`src/rtl/fir_pkg.sv`:
```
// Shared FIR constants and sequencer state encoding.
// Latency: n/a (types and constants only).
// Backpressure: n/a.
package fir_pkg;

  localparam int TAPS = 64;
  localparam int DW   = 16;
  localparam int AW   = 6;

  typedef enum logic [1:0] {
    ST_IDLE   = 2'd0,
    ST_CLEAR  = 2'd1,
    ST_STREAM = 2'd2,
    ST_WAIT   = 2'd3
  } fir_state_t;

endpackage

```
`src/rtl/fir_coeff_bank.sv`:
```
// Coefficient register file: TAPS x DW, synchronous write, combinational read.
// Latency: a write is visible on rd_data the cycle after its clock edge.
// Backpressure: none; the parent gates wr_en so writes only land while idle.
// Ports: clk/rst (sync, active-low clear of every entry), wr_en/wr_addr/wr_data
//        write port, rd_addr/rd_data asynchronous read port.
module fir_coeff_bank #(
  parameter int TAPS = 64,
  parameter int DW   = 16,
  parameter int AW   = 6
) (
  input  logic          clk,
  input  logic          rst,
  input  logic          wr_en,
  input  logic [AW-1:0] wr_addr,
  input  logic [DW-1:0] wr_data,
  input  logic [AW-1:0] rd_addr,
  output logic [DW-1:0] rd_data
);

  logic [DW-1:0] mem [TAPS];

  always_ff @(posedge clk) begin
    if (!rst) begin
      for (int i = 0; i < TAPS; i++) mem[i] <= '0;
    end else if (wr_en) begin
      mem[wr_addr] <= wr_data;
    end
  end

  assign rd_data = mem[rd_addr];

endmodule

```
`src/rtl/fir_tap_sequencer.sv`:
```
// FIR tap sequencer: stores one sample per output in a circular delay line and
//   streams TAPS (x[n-k], coeff[k]) pairs to the MAC, one per clock.
// Latency: mac_clr one cycle after accept, pair 0 two cycles after accept.
// Backpressure: in_ready only in IDLE; the next sample waits for mac_tick.
// Ports: clk, rst (sync active-low); in_sample/in_valid/in_ready sample input;
//        coeff_wr_* coefficient write port (IDLE only); mac_clr/mac_x/mac_coeff/
//        mac_vld MAC drive; mac_tick MAC completion; busy = not IDLE.
module fir_tap_sequencer #(
  parameter int TAPS = fir_pkg::TAPS,
  parameter int DW   = fir_pkg::DW,
  parameter int AW   = fir_pkg::AW
) (
  input  logic          clk,
  input  logic          rst,
  input  logic [DW-1:0] in_sample,
  input  logic          in_valid,
  output logic          in_ready,
  input  logic          coeff_wr_en,
  input  logic [AW-1:0] coeff_wr_addr,
  input  logic [DW-1:0] coeff_wr_data,
  output logic          mac_clr,
  output logic [DW-1:0] mac_x,
  output logic [DW-1:0] mac_coeff,
  output logic          mac_vld,
  input  logic          mac_tick,
  output logic          busy
);

  import fir_pkg::*;

  fir_state_t    state, state_nxt;
  logic [AW-1:0] wr_ptr, head, k;
  logic [DW-1:0] dl [TAPS];
  logic          accept;
  logic          last_pair;
  logic [AW-1:0] rd_addr;
  logic [AW-1:0] dl_idx;
  logic [DW-1:0] coeff_rd;

  // Coefficient writes are dropped outside IDLE.
  fir_coeff_bank #(.TAPS(TAPS), .DW(DW), .AW(AW)) u_coeff_bank (
    .clk     (clk),
    .rst     (rst),
    .wr_en   (coeff_wr_en && (state == ST_IDLE)),
    .wr_addr (coeff_wr_addr),
    .wr_data (coeff_wr_data),
    .rd_addr (rd_addr),
    .rd_data (coeff_rd)
  );

  // k is the index of the pair currently on the MAC outputs; the read port
  // looks one pair ahead so that the outputs can be registered.
  assign last_pair = (k == AW'(TAPS - 1));
  assign rd_addr   = (state == ST_CLEAR) ? '0 : AW'(k + AW'(1));
  assign dl_idx    = AW'(head - rd_addr);

  always_ff @(posedge clk) begin
    if (!rst) state <= ST_IDLE;
    else      state <= state_nxt;
  end

  always_comb begin
    state_nxt = state;
    accept    = 1'b0;
    case (state)
      ST_IDLE: begin
        if (in_valid) begin
          accept    = 1'b1;
          state_nxt = ST_CLEAR;
        end
      end
      ST_CLEAR:  state_nxt = ST_STREAM;
      ST_STREAM: if (last_pair) state_nxt = ST_WAIT;
      ST_WAIT:   if (mac_tick) state_nxt = ST_IDLE;
      default:   state_nxt = ST_IDLE;
    endcase
  end

  always_ff @(posedge clk) begin
    if (!rst) begin
      wr_ptr    <= '0;
      head      <= '0;
      k         <= '0;
      mac_clr   <= 1'b0;
      mac_vld   <= 1'b0;
      mac_x     <= '0;
      mac_coeff <= '0;
      for (int i = 0; i < TAPS; i++) dl[i] <= '0;
    end else begin
      mac_clr <= accept;
      if (accept) begin
        dl[wr_ptr] <= in_sample;
        head       <= wr_ptr;
      end
      case (state)
        ST_CLEAR: begin
          k         <= '0;
          mac_vld   <= 1'b1;
          mac_x     <= dl[dl_idx];
          mac_coeff <= coeff_rd;
        end
        ST_STREAM: begin
          if (last_pair) begin
            mac_vld   <= 1'b0;
            mac_x     <= '0;
            mac_coeff <= '0;
          end else begin
            k         <= AW'(k + AW'(1));
            mac_vld   <= 1'b1;
            mac_x     <= dl[dl_idx];
            mac_coeff <= coeff_rd;
          end
        end
        ST_WAIT: if (mac_tick) wr_ptr <= AW'(head + AW'(1));
        default: ;
      endcase
    end
  end

  assign in_ready = (state == ST_IDLE);
  assign busy     = (state != ST_IDLE);

endmodule

```
`config.mk`:
```
export PLATFORM = sky130hd
export DESIGN_NAME = fir_tap_sequencer
export DESIGN_NICKNAME = d
export VERILOG_FILES = /design/src/rtl/fir_pkg.sv /design/src/rtl/fir_coeff_bank.sv /design/src/rtl/fir_tap_sequencer.sv
export SDC_FILE = /design/constraint.sdc
export NUM_CORES = 2
export LEC_CHECK = 0
export BUFFER_PORTS_ARGS = -buffer_cell sky130_fd_sc_hd__buf_2
export CAP_MARGIN = 20
export CORE_ASPECT_RATIO = 1.75
export CORE_MARGIN = 5
export CORE_UTILIZATION = 52
export DETAILED_ROUTE_END_ITERATION = 16
export PLACE_DENSITY = 0.68
export SETUP_SLACK_MARGIN = 0.3
export SYNTH_ARGS = -nofsm -noshare
export SYNTH_HDL_FRONTEND = slang
export SYNTH_SLANG_ARGS = --single-unit
```
`constraint.sdc`:
```
create_clock -name clk -period 5.75 [get_ports clk]
set_input_delay 1.15 -clock clk [delete_from_list [all_inputs] [get_ports clk]]
set_output_delay 1.15 -clock clk [all_outputs]
set_load 0.02 [all_outputs]
```
## After elaboration in Yosys (flattened, before gate mapping)

Memories as Yosys holds them, arrays and structs flattened.
Cells that the tools add are included.

| operators by class | value |
|---|---|
| multiplexer cells | 28 |
| equal/unequal tests | 8 |
| reductions and logical operators | 9 |
| add/sub/neg operators | 3 |

Operators with widths:

| operator | number |
|---|---|
| $mux W16 | 4 |
| $pmux W16 S2 | 2 |
| $reduce_or A16 Y1 | 2 |
| $mux W6 | 4 |
| $add A6 B1 Y6 const B | 2 |
| $mux W1 | 12 |
| $pmux W6 S2 | 1 |
| $ne A2 B2 Y1 const B | 4 |
| $pmux W2 S4 | 1 |
| $eq A6 B6 Y1 const B | 1 |
| $mux W2 | 3 |
| $sub A6 B6 Y6 | 1 |
| $eq A2 B2 Y1 const B | 2 |
| $reduce_and A2 Y1 | 2 |
| $reduce_bool A2 Y1 | 2 |
| $reduce_and A3 Y1 | 1 |
| $eq A2 B1 Y1 const B | 1 |
| $logic_not A2 Y1 | 1 |
| $pmux W1 S2 | 1 |
| $logic_and A1 B1 Y1 | 1 |

| storage, ports and cells | value |
|---|---|
| input port bits | 43 |
| output and inout bits | 36 |
| memory bits (writable) | 2,048 |
| word-level logic and storage cells | 58 |
| flip-flop bits (word level) | 54 |
| memories kept | 2 |

Memory list:

| memory | depth | bits a word | read ports | clocked after memory_dff | wr ports | line | source |
|---|---|---|---|---|---|---|---|
| dl | 64 | 16 | 1 | 0 | 64 | fir_tap_sequencer.sv:33 | `logic [DW-1:0] dl [TAPS];` |
| u_coeff_bank.mem | 64 | 16 | 1 | 0 | 64 | fir_coeff_bank.sv:20 | `logic [DW-1:0] mem [TAPS];` |

## Logic depth before layout (Yosys ltp)

| depth | value |
|---|---|
| word-level depth | 7 |
| depth in mapped cells | 20 |

## Modules after synthesis

A second synthesis with hierarchy kept.

| unflattened totals | value |
|---|---|
| cell total of the unflattened synthesis | 6,376 |
| area total of the unflattened synthesis | 96,762.8 um2 |

Modules (own cells, without submodules):

| module | instances | cells an instance | sequential area each (um2) | area an instance (um2) |
|---|---|---|---|---|
| fir_tap_sequencer | 1 | 3,297 | 31,830.5 | 49,641.4 |
| fir_coeff_bank | 1 | 3,079 | 30,749.5 | 47,121.4 |

## Worst setup path before layout

OpenSTA, ideal clock, no wires.

| timing path | value |
|---|---|
| kind | reg2reg |
| start point | register state[1] |
| end point | register mac_x[0] |
| required time | 5.612 ns |
| path slack | 1.571 ns |
| cell stages (with the launch flop) | 19 |
| arrival time | 4.041 ns |
| clock period less this slack | 4.179 ns |
| path through | dfxtp_1 inv_1 ha_1 or2_2 buf_2 inv_4 buf_6 buf_6 buf_6 buf_4 ha_1 fa_1 buf_2 buf_1 buf_1 mux4_2 mux2_2 o221ai_1 o221ai_1 |

| on the way | value |
|---|---|
| word-level cells in the longest chain between the ends | 6 |
| elaborated cells between the ends (all ways) | 8 |
| classes of those cells | add/sub: 1; eq/ne: 2; mux: 3; reduce/logical: 1; memory: 1 |

RTL lines:

| element | line | source |
|---|---|---|
| from (decl) | fir_tap_sequencer.sv:31 | `fir_state_t state, state_nxt;` |
| from (signal assigned) | fir_tap_sequencer.sv:59 | `else state <= state_nxt;` |
| $eq A2 B1 Y1 | fir_tap_sequencer.sv:54, fir_tap_sequencer.sv:95 |  |
| $mux W6 | fir_tap_sequencer.sv:54 | `assign rd_addr = (state == ST_CLEAR) ? '0 : AW'(k + AW'(1));` |
| $sub A6 B6 Y6 | fir_tap_sequencer.sv:55 | `assign dl_idx = AW'(head - rd_addr);` |
| $mem_v2 Z64 W16 | -- |  |
| $mux W16 | fir_tap_sequencer.sv:103 | `if (last_pair) begin` |
| $pmux W16 S2 | fir_tap_sequencer.sv:95 | `case (state)` |
| to (signal assigned) | fir_tap_sequencer.sv:99 | `mac_x <= dl[dl_idx];` |
| to (signal assigned) | fir_tap_sequencer.sv:110 | `mac_x <= dl[dl_idx];` |
| to (decl) | fir_tap_sequencer.sv:22 | `output logic [DW-1:0] mac_x,` |

Parallel ways exist; a longest one is shown, timed or not.
A chain may end at the register's enable or synchronous reset.

## Worst setup path after layout

| timing path | value |
|---|---|
| start point | register k[2] |
| end point | register mac_x[6] |

| on the way | value |
|---|---|
| word-level cells in the longest chain between the ends | 6 |
| elaborated cells between the ends (all ways) | 7 |
| classes of those cells | add/sub: 2; eq/ne: 1; mux: 3; memory: 1 |

RTL lines:

| element | line | source |
|---|---|---|
| from (decl) | fir_tap_sequencer.sv:32 | `logic [AW-1:0] wr_ptr, head, k;` |
| from (signal assigned) | fir_tap_sequencer.sv:108 | `k <= AW'(k + AW'(1));` |
| $add A6 B1 Y6 | fir_tap_sequencer.sv:54 |  |
| $mux W6 | fir_tap_sequencer.sv:54 |  |
| $sub A6 B6 Y6 | fir_tap_sequencer.sv:55 |  |
| $mem_v2 Z64 W16 | -- |  |
| $mux W16 | fir_tap_sequencer.sv:103 |  |
| $pmux W16 S2 * | fir_tap_sequencer.sv:95 |  |

Mark *: on every way between the ends. The rest lies on a longest branch, timed or not.

==> impl_summary.log <==
INFO  metric criticalPathCategory = flip-flop to flip-flop
INFO  metric vias = about 58000
INFO  metric yosysWarningCount = 0
INFO  metric synth_top_flop_cell = sky130_fd_sc_hd__edfxtp_1
INFO  metric cts_htree_levels = 4
INFO  metric report.final.hold_viol_count = 0
INFO  metric drt_pre_antenna_iters = 9
INFO  metric p_leak = around 38 nW
INFO  metric finalClockSkew = between 0.04 and 0.05 ns
INFO  metric die_height = about 580 um
INFO  metric synth_seq_cells = roughly 2100
INFO  metric cp.buffers_inverters = 2
INFO  metric place.gp.congestion = just over 0.9
INFO  metric cts-root-buf = sky130_fd_sc_hd__clkbuf_16
INFO  metric timing.critical_path.fanout_max = 44
INFO  metric grt_pass1_vias = about 60000
INFO  metric grt_use_total = 28.0%
INFO  metric layout.nets = 7036
INFO  metric synthesis.nets = ~7000
INFO  metric synth_simple_gate_area_share = 17.2%
INFO  metric dpl_hpwl = 183 mm
INFO  metric run_status = completed
INFO  metric routed_wire_length_per_instance = roughly 29 um
INFO  metric yosys.area_share.xor_xnor = 0.205%
INFO  metric yosys-top-cells-area = sky130_fd_sc_hd__edfxtp_1, sky130_fd_sc_hd__and2_1, sky130_fd_sc_hd__mux4_2, sky130_fd_sc_hd__mux2i_1, sky130_fd_sc_hd__clkbuf_1
INFO  metric area_delta_synth_final = 10.2%
INFO  metric timing.max_cap.violations = 0
INFO  metric drc = 0
INFO  metric syn-cell-area = 97000 um2
INFO  metric synth.most_common_cell = sky130_fd_sc_hd__and2_1
INFO  metric number_of_drc_violations_after_detailed_routing_iteration_0 = a little over 6000
INFO  metric synth_enable_flop_cells = around 2000
INFO  metric netlist_cell_types = 73
INFO  metric synth_compound_gate_area_share = under 10%
INFO  metric critPathLaunchType = flip-flop
INFO  metric initial_utilization = 52.3%
INFO  metric die-area = 196000 um2
INFO  metric period_needed = approximately 5.0 ns
INFO  metric timing.hold.worst_path_depth = 2
INFO  metric reg2reg_from = k[2]$_SDFFE_PN0P_
INFO  metric final_layout_size_suffix_gt1_share = between 10% and 20%
INFO  metric proportion_of_synthesized_chip_area_in_sequential_cells = between 60% and 70%
INFO  metric timing.critical_path.slowest_cell_delay = approximately 0.85 ns
INFO  metric cp_top_family = compound AO/OA/AOI/OAI gates
INFO  metric setup.reg_to_reg.worst_slack = approximately 0.77 ns
INFO  metric insertion_delay = approximately 0.84 ns
INFO  metric ctsHoldBuffers = 0
INFO  metric cts_resized = 0
INFO  metric vdd_ir_drop_max = 0.410 mV
INFO  metric timing_worst_slew_pin_value = about 1.4 ns
INFO  metric io_pins = 79
INFO  metric rsz0062_at_grt = false
INFO  metric syn_inst = ~7000
INFO  metric worst_ep_required_time = 6.42 ns
INFO  metric setup-tns-final = 0 ns
INFO  metric post_synth.cell_area_avg = ~14 um2
INFO  metric netlist.area_leader.share = a little under two thirds
INFO  metric drt_wl_total = approximately 280 mm
INFO  metric grt_pass1_wl = just over 400 mm
INFO  metric synth_top_family_by_area = simple AND/OR/NAND/NOR gates
INFO  metric power.density_cell_area = approximately 410 nW/um2
INFO  metric worst_r2r_path_depth = 12
INFO  metric max-slew-margin-rel = 6.12%
INFO  metric hold_end = head[0]$_SDFFE_PN0P_
INFO  metric synthDominantAreaCellType = sky130_fd_sc_hd__edfxtp_1
INFO  metric synthTopCellsByCount = sky130_fd_sc_hd__and2_1, sky130_fd_sc_hd__edfxtp_1, sky130_fd_sc_hd__clkbuf_1
INFO  metric design_power = ~44 mW
INFO  metric synth_fa_ha_area_share = less than 1%
INFO  metric worstHoldStart = wr_ptr[0]$_SDFFE_PN0P_
INFO  metric antenna_found_initial = 10
INFO  metric drv_slew = 0
INFO  metric cts_setup_buffers = 0
INFO  metric final_period_util = ~87%
INFO  metric min-delay-path-class = flip-flop to flip-flop
INFO  metric max_clock_freq = approximately 200 MHz
INFO  metric route.detailed.vias_per_inst = roughly 6
INFO  metric synth_mux_area_share = under 10%
INFO  metric drt.antenna.violating_nets = 0
INFO  metric cpMaxStageDelayCell = sky130_fd_sc_hd__dfxtp_1
INFO  metric clk_pin_slew = 0.07 ns
INFO  metric standard_cell_row_count = roughly 210
INFO  metric tritoncts_clock_tree = built
INFO  metric worstReg2RegEnd = mac_x[6]$_SDFFE_PN0P_
INFO  metric numPortBuffers = 78
INFO  metric grt_start_max_net_pins = about 140
INFO  metric cts_buffer_depth = 4
INFO  metric clock-sinks = around 2100
INFO  metric critPathArrivalTime = about 5.7 ns
INFO  metric critical_path.cell_chain = and3_1 > xnor2_4 > nor2_1 > inv_1 > ha_1 > nor2_1 > a21oi_1 > xor2_4 > buf_4 > mux2_2 > o221ai_1 > o221ai_1
INFO  metric fp.dieW = approximately 340 um
INFO  metric core = roughly 190000 um2
INFO  metric count_of_endpoints_failing_setup_in_the_final_report = 0
INFO  metric number_of_clock_buffers_inserted_by_tritoncts = 194
INFO  metric gr-total-overflow = 0
INFO  metric endpoint_kind = flip-flop
INFO  metric async_flop_share = 0%
## kinds of logic after synthesis
logic type / after synthesis
and+or+nand+nor: 2907
buffers and inverters: 688
AOI/OAI and AO/OA: 722
DFF: 2102
muxes: 573
xor gates and xnor gates: 18
adders and majority gates: 13
## per-stage QoR
| step | hold WS, ns | worst slack (ns) | util, % | instances | instance area [um2] |
|---|---|---|---|---|---|
| 2_1_floorplan | 0.466 | 1.57 | - | 7023 | 97000 |
| 3_3_place_gp | 0.485 | 1.01 | 54.1 | 9181 | 100000 |
| 3_5_place_dp | 0.505 | 0.881 | 54.2 | 9192 | 100000 |
| 4_1_cts | 0.514 | 0.853 | 57.6 | 9535 | 107000 |
| 5_1_grt | 0.542 | 0.681 | 57.6 | 9555 | 107000 |
| 6_report | 0.520 | 0.769 | 57.6 | 9560 | 107000 |
## routing by layer
layer / wire, um / vias up / part of all wire [%] / GRT usage (%)
li1: - / 25510 / - / -
met1: 91600 / 29467 / 33 / 31.2
met2: 144000 / 2489 / 52 / 49.5
met3: 16600 / 811 / 6.0 / 3.61
met4: 24500 / 4 / 8.9 / 19.8
met5: 21 / - / 0.0076 / 0
## worst max path at each step
stage,to,cells past startpoint,from
after floorplan,mac_x[0]$_SDFFE_PN0P_,18,state[1]$_SDFFE_PN0P_
after global placement,mac_x[6]$_SDFFE_PN0P_,12,k[2]$_SDFFE_PN0P_
after detailed placement,mac_x[6]$_SDFFE_PN0P_,12,k[2]$_SDFFE_PN0P_
after CTS,mac_x[6]$_SDFFE_PN0P_,12,k[2]$_SDFFE_PN0P_
after global routing,mac_x[13]$_SDFFE_PN0P_,12,k[2]$_SDFFE_PN0P_
final,mac_x[6]$_SDFFE_PN0P_,12,k[2]$_SDFFE_PN0P_
## registers in the layout (all words and copies together), names as in the netlist
| register | count |
|---|---|
| mac_coeff | 16 |
| u_coeff_bank.mem | 1024 |
| k | 6 |
| mac_x | 16 |
| wr_ptr | 6 |
| head | 6 |
| dl | 1024 |
| mac_vld | 1 |
| state | 2 |
| mac_clr | 1 |
## worst register-to-register path: cells and delay by family (launching register included)
family                   cells  cell delay, ns
multiplexers                 1            0.52
adder cells (fa/ha/maj)      1            0.41
buffers and inverters        2            0.78
flip-flops                   1            0.85
AND/OR/NAND/NOR              3            0.81
AO/OA/AOI/OAI                3            1.11
XOR/XNOR                     2            0.34
## power breakdown
group | internal (mW) | switching, mW
Combinational | 5.11 | 8.36
Clock | 7.37 | 5.62
Sequential | 17.4 | 0.329
## layout make-up
| class | count | area [um2] |
|---|---|---|
| Multi-Input combinational cell | 4233 | 31700 |
| Antenna cell | 6 | 15.0 |
| Inverter | 17 | 68.8 |
| Clock inverter | 105 | 1080 |
| Clock buffer | 238 | 5140 |
| Fill cell | 14317 | 78500 |
| Sequential cell | 2102 | 62600 |
| Timing Repair Buffer | 433 | 3250 |
| Tap cell | 2426 | 3040 |
## cell usage in the layout (no fill, tap or decap), types with 66 or more instances in the layout
cell type / n
sky130_fd_sc_hd__a211oi_1: 71
sky130_fd_sc_hd__a21oi_1: 66
sky130_fd_sc_hd__a31oi_1: 66
sky130_fd_sc_hd__and2_1: 2052
sky130_fd_sc_hd__buf_2: 79
sky130_fd_sc_hd__buf_4: 335
sky130_fd_sc_hd__clkbuf_16: 198
sky130_fd_sc_hd__edfxtp_1: 2048
sky130_fd_sc_hd__mux2_2: 93
sky130_fd_sc_hd__mux2i_1: 183
sky130_fd_sc_hd__mux4_2: 297
sky130_fd_sc_hd__nand2_1: 398
sky130_fd_sc_hd__nand3_1: 86
sky130_fd_sc_hd__nor2_1: 185
sky130_fd_sc_hd__o21ai_0: 76
sky130_fd_sc_hd__o21ai_1: 129
Note: power is estimated with default switching activity, not from simulation.
